## src/rtl/muldiv_unit_if.sv

```systemverilog
// muldiv_unit_if
// Groups the decode-side launch/MT* controls and the HI/LO result
// signals of the multiply/divide unit into one bundle.
//
// Signals
//   w_start        launch request (sampled only while the unit is idle)
//   w_op_code_6    SPECIAL_MULT / SPECIAL_MULTU / SPECIAL_DIV / SPECIAL_DIVU
//   w_rs_x         multiplicand / dividend, also the MTHI/MTLO data
//   w_rt_x         multiplier / divisor
//   w_write_hi     MTHI: load w_rs_x into HI
//   w_write_lo     MTLO: load w_rs_x into LO
//   w_busy         operation in flight
//   w_done         one-cycle pulse when HI/LO holds a new result
//   w_div_by_zero  qualifies w_done; divisor was zero
//   w_hi_x         HI register
//   w_lo_x         LO register
//
// Modports: master = decode/datapath side, slave = muldiv_unit.
interface muldiv_unit_if #(
  parameter int WIDTH = 32
);
  logic             w_start;
  logic [5:0]       w_op_code_6;
  logic [WIDTH-1:0] w_rs_x;
  logic [WIDTH-1:0] w_rt_x;
  logic             w_write_hi;
  logic             w_write_lo;
  logic             w_busy;
  logic             w_done;
  logic             w_div_by_zero;
  logic [WIDTH-1:0] w_hi_x;
  logic [WIDTH-1:0] w_lo_x;

  modport master (
    output w_start, w_op_code_6, w_rs_x, w_rt_x, w_write_hi, w_write_lo,
    input  w_busy, w_done, w_div_by_zero, w_hi_x, w_lo_x
  );

  modport slave (
    input  w_start, w_op_code_6, w_rs_x, w_rt_x, w_write_hi, w_write_lo,
    output w_busy, w_done, w_div_by_zero, w_hi_x, w_lo_x
  );
endinterface

```

## src/rtl/muldiv_unit.sv

```systemverilog
// muldiv_unit
// Multi-cycle multiply/divide unit owning the architectural HI and LO
// registers. MULT/MULTU use a shift-add multiplier, DIV/DIVU a restoring
// divider; both retire one bit per cycle on operand magnitudes, and the
// signs are applied in a final FIXUP cycle. A launch takes WIDTH+1 cycles
// from the accepting edge to the done pulse.
//
// Ports
//   clock  system clock, all state changes on the rising edge
//   reset  synchronous, active-high
//   bus    muldiv_unit_if.slave (launch, MTHI/MTLO, busy/done, HI/LO)
module muldiv_unit #(
  parameter int WIDTH = 32
) (
  input  logic         clock,
  input  logic         reset,
  muldiv_unit_if.slave bus
);

  // Funct codes mirrored from the shared ISA definitions.
  localparam logic [5:0] SPECIAL_MULT  = 6'h18;
  localparam logic [5:0] SPECIAL_MULTU = 6'h19;
  localparam logic [5:0] SPECIAL_DIV   = 6'h1A;
  localparam logic [5:0] SPECIAL_DIVU  = 6'h1B;

  localparam int CW = $clog2(WIDTH + 1);

  typedef enum logic [1:0] {
    IDLE,
    CALC,
    FIXUP
  } state_t;

  state_t state;
  state_t next_state;

  logic [CW-1:0]      count;
  logic               is_div;
  logic               sign_neg;
  logic               rem_neg;
  logic [WIDTH-1:0]   mcand;
  logic [2*WIDTH-1:0] prod;
  logic [WIDTH-1:0]   rem;
  logic [WIDTH-1:0]   hi;
  logic [WIDTH-1:0]   lo;
  logic               done;
  logic               dbz;

  logic               op_valid;
  logic               op_div;
  logic               op_signed;
  logic               rs_neg;
  logic               rt_neg;
  logic [WIDTH-1:0]   rs_mag;
  logic [WIDTH-1:0]   rt_mag;
  logic               rt_zero;
  logic               accept;
  logic               div_zero_hit;

  logic [WIDTH:0]     mul_sum;
  logic [WIDTH:0]     div_shift;
  logic [WIDTH:0]     div_trial;
  logic [2*WIDTH-1:0] prod_fix;
  logic [WIDTH-1:0]   quo_fix;
  logic [WIDTH-1:0]   rem_fix;

  // Launch decode: classify the opcode and form operand magnitudes. A
  // divide by zero never enters CALC; it only produces the flagged done.
  always_comb begin
    op_valid     = (bus.w_op_code_6 == SPECIAL_MULT) || (bus.w_op_code_6 == SPECIAL_MULTU) ||
                   (bus.w_op_code_6 == SPECIAL_DIV)  || (bus.w_op_code_6 == SPECIAL_DIVU);
    op_div       = (bus.w_op_code_6 == SPECIAL_DIV)  || (bus.w_op_code_6 == SPECIAL_DIVU);
    op_signed    = (bus.w_op_code_6 == SPECIAL_MULT) || (bus.w_op_code_6 == SPECIAL_DIV);
    rs_neg       = op_signed && bus.w_rs_x[WIDTH-1];
    rt_neg       = op_signed && bus.w_rt_x[WIDTH-1];
    rs_mag       = rs_neg ? -bus.w_rs_x : bus.w_rs_x;
    rt_mag       = rt_neg ? -bus.w_rt_x : bus.w_rt_x;
    rt_zero      = (bus.w_rt_x == '0);
    accept       = (state == IDLE) && bus.w_start && op_valid && !(op_div && rt_zero);
    div_zero_hit = (state == IDLE) && bus.w_start && op_div && rt_zero;
  end

  // One iteration of each algorithm. The multiplier adds the multiplicand
  // into the upper half when the current multiplier bit (prod[0]) is set,
  // then shifts right. The divider shifts the next dividend bit (top of
  // the low half) into the partial remainder and keeps the subtraction
  // only if it did not go negative. Magnitudes always fit, so the
  // most negative value needs no special handling.
  always_comb begin
    mul_sum   = {1'b0, prod[2*WIDTH-1:WIDTH]} + (prod[0] ? {1'b0, mcand} : '0);
    div_shift = {rem, prod[WIDTH-1]};
    div_trial = div_shift - {1'b0, mcand};
    prod_fix  = sign_neg ? -prod : prod;
    quo_fix   = sign_neg ? -prod[WIDTH-1:0] : prod[WIDTH-1:0];
    rem_fix   = rem_neg ? -rem : rem;
  end

  // State register.
  always_ff @(posedge clock) begin
    if (reset) begin
      state <= IDLE;
    end else begin
      state <= next_state;
    end
  end

  // Next-state logic: WIDTH iterations in CALC, then one FIXUP cycle.
  always_comb begin
    next_state = state;
    case (state)
      IDLE:    if (accept) next_state = CALC;
      CALC:    if (count == CW'(1)) next_state = FIXUP;
      FIXUP:   next_state = IDLE;
      default: next_state = IDLE;
    endcase
  end

  // Datapath and HI/LO. MTHI/MTLO are honoured only in IDLE, including the
  // edge that accepts a launch; the launched op overwrites them later.
  always_ff @(posedge clock) begin
    if (reset) begin
      hi       <= '0;
      lo       <= '0;
      done     <= 1'b0;
      dbz      <= 1'b0;
      count    <= '0;
      prod     <= '0;
      rem      <= '0;
      mcand    <= '0;
      is_div   <= 1'b0;
      sign_neg <= 1'b0;
      rem_neg  <= 1'b0;
    end else begin
      done <= 1'b0;
      dbz  <= 1'b0;
      case (state)
        IDLE: begin
          if (bus.w_write_hi) hi <= bus.w_rs_x;
          if (bus.w_write_lo) lo <= bus.w_rs_x;
          if (accept) begin
            count    <= CW'(WIDTH);
            is_div   <= op_div;
            sign_neg <= rs_neg ^ rt_neg;
            rem_neg  <= rs_neg;
            rem      <= '0;
            if (op_div) begin
              mcand <= rt_mag;
              prod  <= {{WIDTH{1'b0}}, rs_mag};
            end else begin
              mcand <= rs_mag;
              prod  <= {{WIDTH{1'b0}}, rt_mag};
            end
          end else if (div_zero_hit) begin
            done <= 1'b1;
            dbz  <= 1'b1;
          end
        end
        CALC: begin
          count <= count - 1'b1;
          if (is_div) begin
            if (!div_trial[WIDTH]) begin
              rem              <= div_trial[WIDTH-1:0];
              prod[WIDTH-1:0]  <= {prod[WIDTH-2:0], 1'b1};
            end else begin
              rem              <= div_shift[WIDTH-1:0];
              prod[WIDTH-1:0]  <= {prod[WIDTH-2:0], 1'b0};
            end
          end else begin
            prod <= {mul_sum, prod[WIDTH-1:1]};
          end
        end
        FIXUP: begin
          if (is_div) begin
            lo <= quo_fix;
            hi <= rem_fix;
          end else begin
            hi <= prod_fix[2*WIDTH-1:WIDTH];
            lo <= prod_fix[WIDTH-1:0];
          end
          done <= 1'b1;
        end
        default: ;
      endcase
    end
  end

  assign bus.w_busy        = (state != IDLE);
  assign bus.w_done        = done;
  assign bus.w_div_by_zero = dbz;
  assign bus.w_hi_x        = hi;
  assign bus.w_lo_x        = lo;

endmodule

```

## src/flat_wrapper.sv

```systemverilog
// flat-port wrapper written by rule: the top's interface ports become plain ports
module muldiv_unit_flat 
#(
  parameter int WIDTH = 32
)
  (clock, reset, bus_w_start, bus_w_op_code_6, bus_w_rs_x, bus_w_rt_x, bus_w_write_hi, bus_w_write_lo, bus_w_busy, bus_w_done, bus_w_div_by_zero, bus_w_hi_x, bus_w_lo_x);
  muldiv_unit_if #(.WIDTH(WIDTH)) bus_i ();
  input  logic clock;
  input  logic reset;
  input wire logic [$bits(bus_i.w_start)-1:0] bus_w_start;
  input wire logic [$bits(bus_i.w_op_code_6)-1:0] bus_w_op_code_6;
  input wire logic [$bits(bus_i.w_rs_x)-1:0] bus_w_rs_x;
  input wire logic [$bits(bus_i.w_rt_x)-1:0] bus_w_rt_x;
  input wire logic [$bits(bus_i.w_write_hi)-1:0] bus_w_write_hi;
  input wire logic [$bits(bus_i.w_write_lo)-1:0] bus_w_write_lo;
  output wire logic [$bits(bus_i.w_busy)-1:0] bus_w_busy;
  output wire logic [$bits(bus_i.w_done)-1:0] bus_w_done;
  output wire logic [$bits(bus_i.w_div_by_zero)-1:0] bus_w_div_by_zero;
  output wire logic [$bits(bus_i.w_hi_x)-1:0] bus_w_hi_x;
  output wire logic [$bits(bus_i.w_lo_x)-1:0] bus_w_lo_x;
  assign bus_i.w_start = bus_w_start;
  assign bus_i.w_op_code_6 = bus_w_op_code_6;
  assign bus_i.w_rs_x = bus_w_rs_x;
  assign bus_i.w_rt_x = bus_w_rt_x;
  assign bus_i.w_write_hi = bus_w_write_hi;
  assign bus_i.w_write_lo = bus_w_write_lo;
  assign bus_w_busy = bus_i.w_busy;
  assign bus_w_done = bus_i.w_done;
  assign bus_w_div_by_zero = bus_i.w_div_by_zero;
  assign bus_w_hi_x = bus_i.w_hi_x;
  assign bus_w_lo_x = bus_i.w_lo_x;
  muldiv_unit #(.WIDTH(WIDTH)) u_core (.clock(clock), .reset(reset), .bus(bus_i));
endmodule
```

## config.mk

```make
export PLATFORM = sky130hd
export DESIGN_NAME = muldiv_unit_flat
export DESIGN_NICKNAME = d
export VERILOG_FILES = /design/src/rtl/muldiv_unit_if.sv /design/src/rtl/muldiv_unit.sv /design/src/flat_wrapper.sv
export SDC_FILE = /design/constraint.sdc
export NUM_CORES = 1
export LEC_CHECK = 0
export CAP_MARGIN = 10
export CORE_UTILIZATION = 50
export CTS_CLUSTER_SIZE = 30
export DETAILED_ROUTE_END_ITERATION = 10
export MAX_ROUTING_LAYER = met4
export PLACE_DENSITY = 0.79
export SKIP_LAST_GASP = 1
export SLEW_MARGIN = 40
export SYNTH_ARGS = -nofsm -noshare
export SYNTH_HDL_FRONTEND = slang
export SYNTH_SLANG_ARGS = --single-unit
```

## constraint.sdc

```tcl
create_clock -name clock -period 9.05 [get_ports clock]
set_input_delay 1.81 -clock clock [delete_from_list [all_inputs] [get_ports clock]]
set_output_delay 1.81 -clock clock [all_outputs]
set_load 0.02 [all_outputs]
```

==> flow_metrics.env, run 1 <==
export IMPL_hold_viol=0
export IMPL_core_area_mm2=0.03254
export IMPL_drv_cap=0
export IMPL_synth_top_area_cell="dfxtp_1"
export IMPL_power_density_mw_per_mm2=129.3
export IMPL_grt_usage_pct=36.88
export IMPL_syn_to_final_growth_pct=14.63
export IMPL_gp_congestion=1.031
export IMPL_yosysTopAreaCellShare_pct=24.88
export IMPL_max_slew_margin_pct=44.58
export IMPL_grt_max_degree=70
export IMPL_clkTransAtPathRegs_ps=60
export IMPL_rows=66
export IMPL_cp_start_kind="input pin"
export IMPL_final_area_mm2=0.01891
export IMPL_synth_seq_cells=205
export IMPL_critPathRequiredTime_ps=9430
export IMPL_period_share_pct=60.45
export IMPL_dp_cells=2705
export IMPL_routed_wl_um=62450
export IMPL_die_w_um=183.6
export IMPL_synth_common_cells="nand2_1, nor2_1, dfxtp_1, a21oi_1, o21ai_0"
export IMPL_clockBufferDepth=3
export IMPL_drive_above_1_share_pct=4.293
export IMPL_synth_ff_type="dfxtp_1"
export IMPL_yosysWarnings=0
export IMPL_synth_edf_count=0
export IMPL_wire_per_inst_um=22.72
export IMPL_synthArstFlopShare_pct=0
export IMPL_arrival_ps=5850
export IMPL_fin_cells=2748
export IMPL_vdd_ir_drop_max_mv=0.1399
export IMPL_start_util_pct=50.70
export IMPL_drt_iter0_markers=2225
export IMPL_setup_tns_ps=0
export IMPL_num_antenna_cells=0
export IMPL_cts_tree="done"
export IMPL_nFillCells=3071
export IMPL_slew_viol_final=0
export IMPL_syn_nets=2411
export IMPL_cts_root_buf="clkbuf_16"
export IMPL_port_buffers=141
export IMPL_die_area_mm2=0.03372
export IMPL_htree_num_levels=1
export IMPL_cp_end_kind="register"
export IMPL_synth_area_per_cell_um2=7.286
export IMPL_fmax_ghz=0.1828
export IMPL_synth_cells=2264
export IMPL_grt_overflow=0
export IMPL_worst_pin_slew_ps=829.2
export IMPL_cts_sinks=205
export IMPL_worstPathMaxFanout=59
export IMPL_synth_seq_area_share_pct=24.88
export IMPL_via_per_inst=6.563
export IMPL_leakagePower_nw=7.093
export IMPL_clock_latency_ps=530
export IMPL_worstHoldPathType="register to register"
export IMPL_rsz0062_at_grt="no"
export IMPL_netlist_area_mm2=0.01649
export IMPL_place_area_mm2=0.01806
export IMPL_fin_nets=2437
export IMPL_fin_crit_ps=5471
export IMPL_grt_pass1_vias=16160
export IMPL_fin_util_pct=58.11
export IMPL_cts_resized_gates=0
export IMPL_synth_most_common_cell="nand2_1"
export IMPL_finalClockSkew_ps=14.81
export IMPL_critPathKind="input pin to register"
export IMPL_post_cts_setup_buffers=0
export IMPL_grt_antenna_before_repair=0
export IMPL_die_h_um=183.6
export IMPL_synthDistinctLibCells=76
export IMPL_hold_worst_slack_ps=457.4
export IMPL_status="finished clean"
export IMPL_drc=0
export IMPL_vias=18040
export IMPL_grt_pass1_wl_um=93790
export IMPL_dp_hpwl_um=46980
export IMPL_synth_area_leaders="dfxtp_1, nand2_1, nor2_1"
export IMPL_antenna_left=0
export IMPL_cts_buffers=24
export IMPL_ios=142
export IMPL_ctsHoldBuffers=0
export IMPL_setup_violations_final=0
export IMPL_rrSetupSlack_ps=4730
export IMPL_drt_pass1_iter_count=6
==> kinds of logic (layout without fill, tap and decap cells) <==
| family | after synthesis | count (layout) | share of synthesized area (%) |
|---|---|---|---|
| xor gates and xnor gates | 190 | 190 | 10.09 |
| buffers and inverters | 247 | 289 | 5.712 |
| adders and majority gates | 72 | 72 | 5.553 |
| AOI/OAI and AO/OA | 709 | 709 | 28.15 |
| and+or+nand+nor | 777 | 777 | 21.73 |
| DFF | 205 | 205 | 24.88 |
| muxes | 64 | 64 | 3.891 |
==> area by class of cell <==
class / instances / area [um^2] / share of cell area [%]
tap: 442 / 553.0 / 2.925
clock inverter: 8 / 96.34 / 0.5095
clock buffer: 34 / 709.4 / 3.752
sequential: 205 / 4106 / 21.72
multi-input combinational: 1812 / 11550 / 61.08
timing repair buffer: 162 / 1575 / 8.331
inverter: 85 / 319.1 / 1.687
==> per-layer routing <==
metal	up-vias	share of wire (%)	GRT usage, %
li1	8259	-	-
met3	189	9.7	4.873
met4	0	5.9	19.00
met5	-	0	-
met2	1081	43	55.61
met1	8506	41	48.10
==> placed cells by master, fill, tap and decap left out, types with 10 or more instances in the layout <==
cell type	count
nand4_1	16
o21ai_0	155
mux2i_1	63
o21a_1	15
or3_1	24
nor2_1	251
inv_1	85
ha_1	70
o211ai_1	34
dfxtp_1	203
a211oi_1	89
a311oi_1	14
o31ai_1	37
a21oi_1	189
nand2_1	255
or4_1	28
clkbuf_16	25
nor3_1	48
nand2b_1	13
o41ai_1	21
nor4_1	15
a221o_1	10
a21o_1	21
xor2_1	85
buf_4	21
a31oi_1	19
and2_1	12
nand3_1	46
nor2b_1	13
xnor2_1	105
clkdlybuf4s50_1	139
==> critical path, stage by stage <==
cell             delay [ps]
clkdlybuf4s50_1         430
inv_1                    90
ha_1                    190
or4b_2                  640
nor3_1                  640
and3_1                  380
a21o_2                  510
buf_4                   620
a211oi_1                100
a211oi_1                310
a211oi_1                100
==> sequential cells by signal, indices dropped and copies added (netlist names), 2 cells and up <==
signal / count
u_core.state: 2
u_core.bus.w_hi_x: 32
u_core.bus.w_lo_x: 32
u_core.prod: 64
u_core.count: 6
u_core.rem: 32
u_core.mcand: 32
==> worst paths after layout <==
check,startpoint,end,depth (start not counted)
worst max-delay path,bus_w_rt_x[0],u_core.prod[9]$_SDFFE_PP0P_,11
worst min register to register,u_core.mcand[14]$_SDFFE_PP0P_,u_core.mcand[14]$_SDFFE_PP0P_,2
worst max register to register,u_core.prod[0]$_SDFFE_PP0P_,u_core.prod[54]$_SDFFE_PP0P_,12
worst min-delay path,u_core.mcand[14]$_SDFFE_PP0P_,u_core.mcand[14]$_SDFFE_PP0P_,2
==> where the power goes <==
part | internal, mW | leakage [nW] | total (mW) | switching (mW)
clock network | 0.601 | 0.403 | 1.01 | 0.412
registers | 0.929 | 1.67 | 0.959 | 0.0307
logic | 0.183 | 5.02 | 0.472 | 0.289
==> through the flow <==
step	setup WS, ps	power [mW]
global placement	3249	1.425
detailed placement	3093	1.431
CTS	3638	2.425
global route	3313	2.507
finish	3579	2.445
floorplan	4540	1.246
(Power assumes the default switching activity.)
==> run 2: changes to the inputs <==
- PLACE_DENSITY: 0.79 -> 0.81
- clock period: 9.05 -> 4.7 ns (I/O delays scaled with it)
==> run 2 against run 1 <==
Die area unchanged. Clock skew decreased by 4.8 ps. Highest routed layer unchanged. Via count increased by 0.57%.
==> flow_metrics.env, run 2 (synthesis gave the netlist of run 1 again) <==
export IMPL_clock_latency_ps=540
export IMPL_setup_ws_ps=770.1
export IMPL_grt_pass1_wl_um=93330
export IMPL_hold_viol=0
export IMPL_start_util_pct=50.70
export IMPL_fin_nets=2454
export IMPL_period_share_pct=83.61
export IMPL_grt_usage_pct=36.48
export IMPL_ios=142
export IMPL_cts_root_buf="clkbuf_16"
export IMPL_antenna_left=0
export IMPL_cp_end_kind="register"
export IMPL_worst_pin_slew_ps=926.2
export IMPL_wire_per_inst_um=22.24
export IMPL_grt_pass1_vias=16260
export IMPL_worstPathMaxFanout=39
export IMPL_place_area_mm2=0.01821
export IMPL_ctsHoldBuffers=0
export IMPL_arrival_ps=4340
export IMPL_final_common_cell="nand2_1"
export IMPL_cts_resized_gates=0
export IMPL_fin_crit_ps=3930
export IMPL_critPathKind="register to register"
export IMPL_vias=18140
export IMPL_status="finished clean"
export IMPL_finalClockSkew_ps=9.991
export IMPL_rows=66
export IMPL_cts_buffers=24
export IMPL_core_area_mm2=0.03254
export IMPL_power_density_mw_per_mm2=244.5
export IMPL_clkTransAtPathRegs_ps=60
export IMPL_vdd_ir_drop_max_mv=0.2826
export IMPL_via_per_inst=6.557
export IMPL_max_slew_margin_pct=37.68
export IMPL_drt_iter0_markers=2462
export IMPL_clockBufferDepth=3
export IMPL_top_register="u_core.prod"
export IMPL_cp_start_kind="register"
export IMPL_pre_cts_slack_ps=503.7
export IMPL_die_h_um=183.6
export IMPL_drive_above_1_share_pct=4.647
export IMPL_slew_viol_final=0
export IMPL_fmax_ghz=0.2545
export IMPL_routed_wl_um=61510
export IMPL_grt_max_degree=82
export IMPL_drv_cap=0
export IMPL_dp_hpwl_um=46400
export IMPL_die_area_mm2=0.03372
export IMPL_grt_overflow=0
export IMPL_largest_register_ffs=64
export IMPL_fin_util_pct=58.43
export IMPL_cts_sinks=205
export IMPL_syn_to_final_growth_pct=15.25
export IMPL_gp_congestion=1.076
export IMPL_setup_violations_final=0
export IMPL_num_antenna_cells=0
export IMPL_critPathRequiredTime_ps=5110
export IMPL_htree_num_levels=1
export IMPL_cts_tree="done"
export IMPL_hold_worst_slack_ps=454.3
export IMPL_grt_antenna_before_repair=0
export IMPL_setup_tns_ps=0
export IMPL_port_buffers=141
export IMPL_drt_pass1_iter_count=8
export IMPL_final_area_mm2=0.01901
export IMPL_leakagePower_nw=7.163
export IMPL_post_cts_setup_buffers=0
export IMPL_drc=0
export IMPL_final_cell_mix="nand2_1, nor2_1, dfxtp_1"
export IMPL_worstHoldPathType="register to register"
export IMPL_rsz0062_at_grt="no"
export IMPL_die_w_um=183.6
[run 2: layout make-up]
| class | instances | area [um^2] |
|---|---|---|
| clock buffer | 38 | 713.2 |
| multi-input combinational | 1812 | 11520 |
| tap | 442 | 553.0 |
| fill | 2961 | 13530 |
| inverter | 85 | 319.1 |
| timing repair buffer | 179 | 1733 |
| sequential | 205 | 4106 |
| clock inverter | 5 | 63.81 |
[run 2: per-layer routing]
metal	share of wire, %	track usage, %	up-vias
met4	7.0	21.03	0
met2	43	55.00	1144
met1	40	46.58	8450
met5	0	-	-
met3	10	5.091	251
li1	-	-	8292
[run 2: final timing paths]
| check | endpoint | from | depth (start not counted) | slack (ps) |
|---|---|---|---|---|
| setup / recovery | u_core.prod[0]$_SDFFE_PP0P_ | u_core.mcand[16]$_SDFFE_PP0P_ | 11 | 770 |
| hold / removal | u_core.mcand[19]$_SDFFE_PP0P_ | u_core.mcand[19]$_SDFFE_PP0P_ | 2 | 450 |
| setup reg to reg | u_core.prod[0]$_SDFFE_PP0P_ | u_core.mcand[16]$_SDFFE_PP0P_ | 11 | 770 |
| hold reg to reg | u_core.mcand[19]$_SDFFE_PP0P_ | u_core.mcand[19]$_SDFFE_PP0P_ | 2 | 450 |
[run 2: worst max-delay path, stage by stage, from the launching register on]
cell	delay, ps
dfxtp_1	340
inv_1	170
ha_1	490
nand4_1	200
nor3_1	470
o2111ai_1	210
a311o_1	430
and2_1	280
o311ai_4	410
buf_12	290
a21oi_1	120
a2111oi_0	350
[run 2: per-stage QoR]
stage,cells,power [mW]
5_1_grt,2766,4.775
4_1_cts,2765,4.611
6_report,2766,4.647
3_5_place_dp,2722,2.769
3_3_place_gp,2721,2.754
2_1_floorplan,2264,2.400
[run 2: power by group]
group          switching (mW)  leakage, nW  internal (mW)
registers              0.0533         1.67           1.79
logic                   0.567         5.12          0.362
clock network           0.782        0.377           1.09
